`config.mk`:
```
export PLATFORM = sky130hd
export DESIGN_NAME = multi_pulse_generator
export DESIGN_NICKNAME = d
export VERILOG_FILES = /design/src/rtl/multi_pulse_generator.sv
export SDC_FILE = /design/constraint.sdc
export NUM_CORES = 1
export LEC_CHECK = 0
export CAP_MARGIN = 40
export CORE_MARGIN = 5
export CORE_UTILIZATION = 54
export DETAILED_ROUTE_END_ITERATION = 16
export PLACE_DENSITY_LB_ADDON = 0.25
export SETUP_SLACK_MARGIN = 0.02
export SLEW_MARGIN = 20
export SYNTH_ARGS = -nofsm -noshare
export SYNTH_HDL_FRONTEND = slang
export SYNTH_SLANG_ARGS = --single-unit
```
`constraint.sdc`:
```
create_clock -name clk -period 7.5 [get_ports clk]
set_input_delay 1.5 -clock clk [delete_from_list [all_inputs] [get_ports clk]]
set_output_delay 1.5 -clock clk [all_outputs]
set_load 0.005 [all_outputs]
```
`src/rtl/multi_pulse_generator.sv`:
```
// Multi-channel programmable pulse generator. One shared period counter drives CHANNELS
// pulse outputs, each with its own width and phase, from double-buffered configuration.
module multi_pulse_generator #(
  parameter int CHANNELS = 2,
  parameter int CNT_W    = 8
) (
  input  logic                      clk,
  input  logic                      reset,
  input  logic                      enable,
  input  logic                      oneshot,
  input  logic                      cfg_load,
  input  logic [CNT_W-1:0]          cfg_period,
  input  logic [CHANNELS*CNT_W-1:0] cfg_width,
  input  logic [CHANNELS*CNT_W-1:0] cfg_phase,
  output logic [CHANNELS-1:0]       pulse,
  output logic                      period_start,
  output logic                      busy,
  output logic                      done
);

  localparam int                 CW         = CHANNELS * CNT_W;
  localparam logic [CNT_W-1:0]   MIN_PERIOD = CNT_W'(2);

  typedef enum logic {IDLE = 1'b0, RUN = 1'b1} state_t;

  state_t              state, state_n;
  logic [CNT_W-1:0]    cnt, cnt_n;
  logic                mode_os, mode_os_n;
  logic                rearm, rearm_n;
  logic [CNT_W-1:0]    shd_period, act_period, act_period_n;
  logic [CW-1:0]       shd_width, shd_phase;
  logic [CW-1:0]       act_width, act_width_n, act_phase, act_phase_n;
  logic [CNT_W-1:0]    eff_p, eff_p_n;
  logic [CNT_W:0]      c_x, p_x, ph_x, w_x, d;
  logic                run_n, load_act;
  logic [CHANNELS-1:0] pulse_n;
  logic                period_start_n, busy_n, done_n;

  assign eff_p = (act_period < MIN_PERIOD) ? MIN_PERIOD : act_period;

  // NOTE: every variable written here gets a default first, so no path can infer a latch.
  always_comb begin
    state_n        = state;
    cnt_n          = cnt;
    mode_os_n      = mode_os;
    rearm_n        = rearm;
    load_act       = 1'b0;
    run_n          = 1'b0;
    done_n         = 1'b0;

    case (state)
      IDLE: begin
        // After a one-shot, enable must be seen low before another start is accepted.
        if (!enable) begin
          rearm_n = 1'b0;
        end else if (!rearm) begin
          state_n   = RUN;
          cnt_n     = '0;
          mode_os_n = oneshot;
          load_act  = 1'b1;
          run_n     = 1'b1;
        end
      end
      RUN: begin
        if (cnt != eff_p - CNT_W'(1)) begin
          cnt_n = cnt + CNT_W'(1);
          run_n = 1'b1;
        end else if (!mode_os && enable) begin
          cnt_n    = '0;
          load_act = 1'b1;
          run_n    = 1'b1;
        end else begin
          state_n = IDLE;
          cnt_n   = '0;
          done_n  = mode_os;
          rearm_n = mode_os;
        end
      end
      default: state_n = IDLE;
    endcase

    // A load coinciding with a start or wrap bypasses the shadow registers.
    act_period_n = act_period;
    act_width_n  = act_width;
    act_phase_n  = act_phase;
    if (load_act) begin
      act_period_n = cfg_load ? cfg_period : shd_period;
      act_width_n  = cfg_load ? cfg_width  : shd_width;
      act_phase_n  = cfg_load ? cfg_phase  : shd_phase;
    end

    eff_p_n = (act_period_n < MIN_PERIOD) ? MIN_PERIOD : act_period_n;
    p_x     = {1'b0, eff_p_n};
    c_x     = {1'b0, cnt_n};
    ph_x    = '0;
    w_x     = '0;
    d       = '0;
    pulse_n = '0;
    for (int i = 0; i < CHANNELS; i++) begin
      ph_x       = {1'b0, act_phase_n[i*CNT_W +: CNT_W]};
      w_x        = {1'b0, act_width_n[i*CNT_W +: CNT_W]};
      d          = (c_x >= ph_x) ? (c_x - ph_x) : (c_x + p_x - ph_x);
      pulse_n[i] = run_n && (ph_x < p_x) && (d < w_x);
    end

    period_start_n = run_n && (cnt_n == '0);
    busy_n         = run_n;
  end

  // NOTE: sequential state uses non-blocking assignments so all registers update together.
  always_ff @(posedge clk or negedge reset) begin
    if (!reset) begin
      state        <= IDLE;
      cnt          <= '0;
      mode_os      <= 1'b0;
      rearm        <= 1'b0;
      shd_period   <= MIN_PERIOD;
      shd_width    <= '0;
      shd_phase    <= '0;
      act_period   <= MIN_PERIOD;
      act_width    <= '0;
      act_phase    <= '0;
      pulse        <= '0;
      period_start <= 1'b0;
      busy         <= 1'b0;
      done         <= 1'b0;
    end else begin
      state        <= state_n;
      cnt          <= cnt_n;
      mode_os      <= mode_os_n;
      rearm        <= rearm_n;
      act_period   <= act_period_n;
      act_width    <= act_width_n;
      act_phase    <= act_phase_n;
      pulse        <= pulse_n;
      period_start <= period_start_n;
      busy         <= busy_n;
      done         <= done_n;
      if (cfg_load) begin
        shd_period <= cfg_period;
        shd_width  <= cfg_width;
        shd_phase  <= cfg_phase;
      end
    end
  end

endmodule
```
Word level (Yosys, flattened, before mapping)
Cells that the tools add are included.
{"block": "op_classes", "addsub": 7, "mul": 0, "n_div": 0, "order_cmp": 8, "eq_ne": 4, "shifts": 0, "muxes": 28, "bitwise_logic": 2, "reduce_logical": 10}
{"op": "$mux W16", "n": 4}
{"op": "$mux W8", "n": 7}
{"op": "$lt A9 B8 Y1", "n": 2}
{"op": "$mux W9", "n": 2}
{"op": "$sub A8 B8 Y9", "n": 2}
{"op": "$sub A9 B8 Y9", "n": 2}
{"op": "$ge A8 B8 Y1", "n": 2}
{"op": "$lt A8 B2 Y1 const B", "n": 2}
{"op": "$lt A8 B8 Y1", "n": 2}
{"op": "$pmux W8 S2", "n": 1}
{"op": "$mux W1", "n": 11}
{"op": "$add A8 B8 Y9", "n": 1}
{"op": "$add A8 B1 Y8 const B", "n": 1}
{"op": "$logic_not A8 Y1", "n": 1}
{"op": "$ne A8 B8 Y1", "n": 1}
{"op": "$sub A8 B1 Y8 const B", "n": 1}
{"op": "$logic_and A1 B1 Y1", "n": 6}
{"op": "$ne A2 B2 Y1 const B", "n": 3}
{"op": "$pmux W1 S2", "n": 3}
{"op": "$reduce_and A3 Y1", "n": 2}
{"op": "$not A1 Y1", "n": 2}
{"op": "$logic_not A1 Y1", "n": 1}
{"block": "word_totals", "reg_bits": 95, "latchBits": 0, "ramBits": 0, "romBits": 0, "in_bits": 45, "output_inout_bits": 5, "n_memories": 0}

Longest topological paths before layout
{"block": "depth", "word_depth": 14, "depth_mapped": 30}

Least setup slack after synthesis
OpenSTA, ideal clock, no wires.
{"block": "synth_path", "path_type": "register to register", "from": "register act_period[5]", "to": "register pulse[0]", "setup_ns": 0.067, "arrival_ns": 6.471, "required_time_ns": 7.433, "slack_ns": 0.963, "path_stages_with_launch": 25, "path_buffers": 3, "period_less_slack_ns": 6.537, "cell_sequence": "dfrtp_1 or4_4 o41ai_1 ha_1 xnor2_1 a311oi_1 nand4_2 o32ai_4 buf_6 buf_6 mux2i_1 ha_1 nor2b_1 o31a_1 o21ai_0 a21boi_0 o21ai_1 clkbuf_1 o21ai_0 ha_1 a21o_1 a21o_1 a2111oi_0 o2111a_1 o2111a_1"}
{"block": "synth_between", "elab_chain_cells": 14, "word_cells_on_any_way": 24, "cone_classes": "add/sub: 4; order compare: 5; eq/ne: 1; mux: 12; reduce/logical: 2"}
{"item": "from (decl)", "line_no": "30", "text": "logic [CNT_W-1:0] shd_period, act_period, act_period_n;"}
{"item": "from (signal assigned)", "line_no": "132", "text": "act_period <= act_period_n;"}
{"item": "$lt A8 B2 Y1", "line_no": "39", "text": "assign eff_p = (act_period < MIN_PERIOD) ? MIN_PERIOD : act_period;"}
{"item": "$mux W8", "line_no": "39"}
{"item": "$sub A8 B1 Y8", "line_no": "65", "text": "if (cnt != eff_p - CNT_W'(1)) begin"}
{"item": "$ne A8 B8 Y1", "line_no": "65"}
{"item": "$mux W1", "line_no": "65"}
{"item": "$pmux W1 S2", "line_no": "51", "text": "case (state)"}
{"item": "$mux W8", "line_no": "86", "text": "if (load_act) begin"}
{"item": "$lt A8 B2 Y1", "line_no": "92", "text": "eff_p_n = (act_period_n < MIN_PERIOD) ? MIN_PERIOD : act_period_n;"}
{"item": "$mux W8", "line_no": "92"}
{"item": "$add A8 B8 Y9", "line_no": "102", "text": "d = (c_x >= ph_x) ? (c_x - ph_x) : (c_x + p_x - ph_x);"}
{"item": "$sub A9 B8 Y9", "line_no": "102"}
{"item": "$mux W9", "line_no": "102"}
{"item": "$lt A9 B8 Y1", "line_no": "103", "text": "pulse_n[i] = run_n && (ph_x < p_x) && (d < w_x);"}
{"item": "$logic_and A1 B1 Y1 (*)", "line_no": "103"}
{"item": "net pulse_n[0]", "line_no": "36", "text": "logic [CHANNELS-1:0] pulse_n;"}
{"item": "to (signal assigned)", "line_no": "135", "text": "pulse <= pulse_n;"}
{"item": "to (decl)", "line_no": "15", "text": "output logic [CHANNELS-1:0] pulse,"}
Mark *: on every way through the listed nets, which the timed path passes. The rest lies on a longest branch.
A chain may end at the register's enable or synchronous reset.

Worst setup path after layout
{"block": "layout_path", "from": "register act_period[5]", "to": "register pulse[1]"}
Same word-level chain as after synthesis.

==> metrics.csv <==
metric,value,unit
fin_ws,0.331,ns
pin_count,50,
avgSynthCellArea,10.2,um2
worst_slew_pin_slew,0.668,ns
endpoint_kind,register,
drc,0,
worstPathRequired,7.75,ns
syn_area,6560,um2
ys_seq_area_frac,0.363,
finalHoldViolations,0,
setup_tns,0,ns
die_h,120,um
drive_above_1_share,0.162,
synth_top_flop_cell,dfrtp_1,
yosysWarningCount,0,
ant_nets,0,
initial_core_util,0.549,
cts-root-buf,clkbuf_16,
antenna_cells,0,
slew_headroom,0.555,
min_period_over_period,0.956,
routed_wl,16800,um
syn2layout_area_growth,17.7,%
drt-wirelength-per-cell,19.3,um
hold_start,act_width[5],
synth_common_cells,"dfrtp_1 (93), ha_1 (70), inv_1 (54), mux2_2 (50), a21oi_1 (36)",
place_ws,0.108,ns
viasPerCell,5.75,
min_delay_path_depth,2,
slew_viol_final,0,
finalInstanceArea,7720,um2
htreeDepth,3,
grt_pass1_vias,5260,
clockBufferDepth,2,
netlist_instances,641,
skew,0.00643,ns
min_to,act_width[5],
rsz0062_at_grt,no,
synth_nets,761,
worstPathArrival,7.42,ns
globalRouteOverflowTotal,0,
yosysMostFrequentCell,dfrtp_1,
die_area,14500,um2
synth_area_leaders,"dfrtp_1 (35%), ha_1 (13%), mux2_2 (8.6%)",
yosysTopAreaCellShare,0.355,
place.gp.congestion,0.961,
crit_fanout,8,
fin_util,0.646,
hp-class,reg -> reg,
outcome,"complete, no violations",
synth_edf_count,0,
antenna_found_initial,0,
grt_usage,0.246,
place_area,7330,um2
cts_hold_buf,0,
rows,40,
die_w,120,um
synth_largest_area_cell,dfrtp_1,
design.core.area,12000,um2
cts_buffers,9,
worstReg2RegStart,act_period[5],
clkTransAtPathRegs,0.07,ns
grt_first_pass_wirelength,27500,um
synth_seq_cells,95,
final_nets,837,
hpwl,13400,um
firstDrtPassIters,4,
fmaxAchievable,139,MHz
rrSetupSlack,0.33,ns
synthDistinctLibCells,60,
max_cap_viol_count,0,
layout_min_cycle_time,7.17,ns
grt_max_degree,54,
first_iter_violations,242,
ys_async_sr_fraction,1.00,
critical_path_class,reg -> reg,
r2r_end,pulse[1],
setup_viol,0,
cts_tree,built,
start_kind,register,
reg2reg_depth,27,
worstSkewPairLatency,0.35,ns
portBuffers,49,
num_vias,4995,
cts_sinks,95,
[layout by cell type, fill, tap and decap left out, types with 4 or more instances in the layout]
master / n
nand3_1: 14
nor3_1: 10
clkbuf_16: 9
o21a_1: 5
a211oi_1: 4
clkdlybuf4s50_1: 47
o21ai_0: 31
nand2_1: 27
buf_4: 34
xor2_1: 9
a21oi_1: 33
ha_1: 70
mux2_2: 50
dfrtp_1: 93
nand4_1: 8
and3_1: 6
nand2b_1: 10
fa_1: 5
nor2b_1: 13
inv_1: 54
mux2i_1: 35
a21o_1: 15
o21bai_1: 7
o41ai_1: 4
nor2_1: 34
xnor2_1: 28
[metrics by stage]
| stage | hold slack [ns] | cells |
|---|---|---|
| 3_5_place_dp | 0.484 | 846 |
| 5_1_grt | 0.507 | 869 |
| 4_1_cts | 0.497 | 862 |
| 3_3_place_gp | 0.462 | 846 |
| 2_1_floorplan | 0.449 | 641 |
| 6_report | 0.496 | 869 |
[critical path: stages (launching register included)]
cell and delay (ns):
dfrtp_1 0.45, or4_4 0.58, or3_1 0.38, nor2b_1 0.16, ha_1 0.28, xnor2_1 0.13
a311oi_1 0.28, nand4_2 0.21, o32ai_4 0.40, buf_4 0.23, nor2_1 0.07, a211o_1 0.32
ha_1 0.28, a21o_1 0.17, a21oi_2 0.19, o21bai_1 0.11, a21oi_2 0.22, xnor2_2 0.18
ha_1 0.34, o2111ai_1 0.13, nand4b_1 0.17, xor2_1 0.17, mux2_2 0.27, ha_1 0.29
a21o_1 0.16, a2111oi_0 0.44, and3_1 0.23, nor4b_2 0.23
[cells by family after synthesis]
logic type,count (synthesis),synth area share
and+or+nand+nor,142,0.114
AOI/OAI and AO/OA,134,0.138
DFF,95,0.363
muxes,85,0.139
adders and majority gates,75,0.149
buffers and inverters,72,0.0469
xor gates and xnor gates,38,0.0507
[registers in the layout (all words and copies together), names as in the netlist, 2 cells and up]
name        flops
act_period      8
pulse           2
cnt             8
shd_period      8
shd_width      16
shd_phase      16
act_width      16
act_phase      16
[worst max path at each step]
| stage | from | endpoint | slack, ns |
|---|---|---|---|
| after CTS | act_period[5] | pulse[1] | 0.05 |
| after detailed placement | act_period[5] | pulse[1] | 0.11 |
| after global placement | act_period[5] | pulse[1] | 0.30 |
| after global routing | act_period[5] | pulse[1] | 0.01 |
| final | act_period[5] | pulse[1] | 0.33 |
| after floorplan | act_period[5] | pulse[0] | 0.96 |
[area by class of cell]
cell class	count	area (um2)
clock buffers	13	260
clock inverters	3	65.1
fillers	1003	4240
inverters	54	203
multi-input cells	474	3890
flip-flops and latches	95	2380
well taps	147	184
repair buffers	83	736
[metal layers]
layer  part of all wire  wire [um]  track usage  up-vias
met5                  0          0            0        -
met4              0.044        736        0.123        0
met3              0.056        935       0.0430       41
met2               0.47       7830        0.399      113
met1               0.44       7320        0.318     2382
li1                   -          -            -     2459
[repair_timing]
| action | in CTS | in global routing |
|---|---|---|
| gates resized for setup | 0 | 4 |
| buffers inserted | 0 | 6 |
| endpoints found under the setup margin | 0 | 2 |
Power is left out: the tool's default activity adds up to more than one toggle a clock period on the data nets, which glitch-free logic cannot reach.
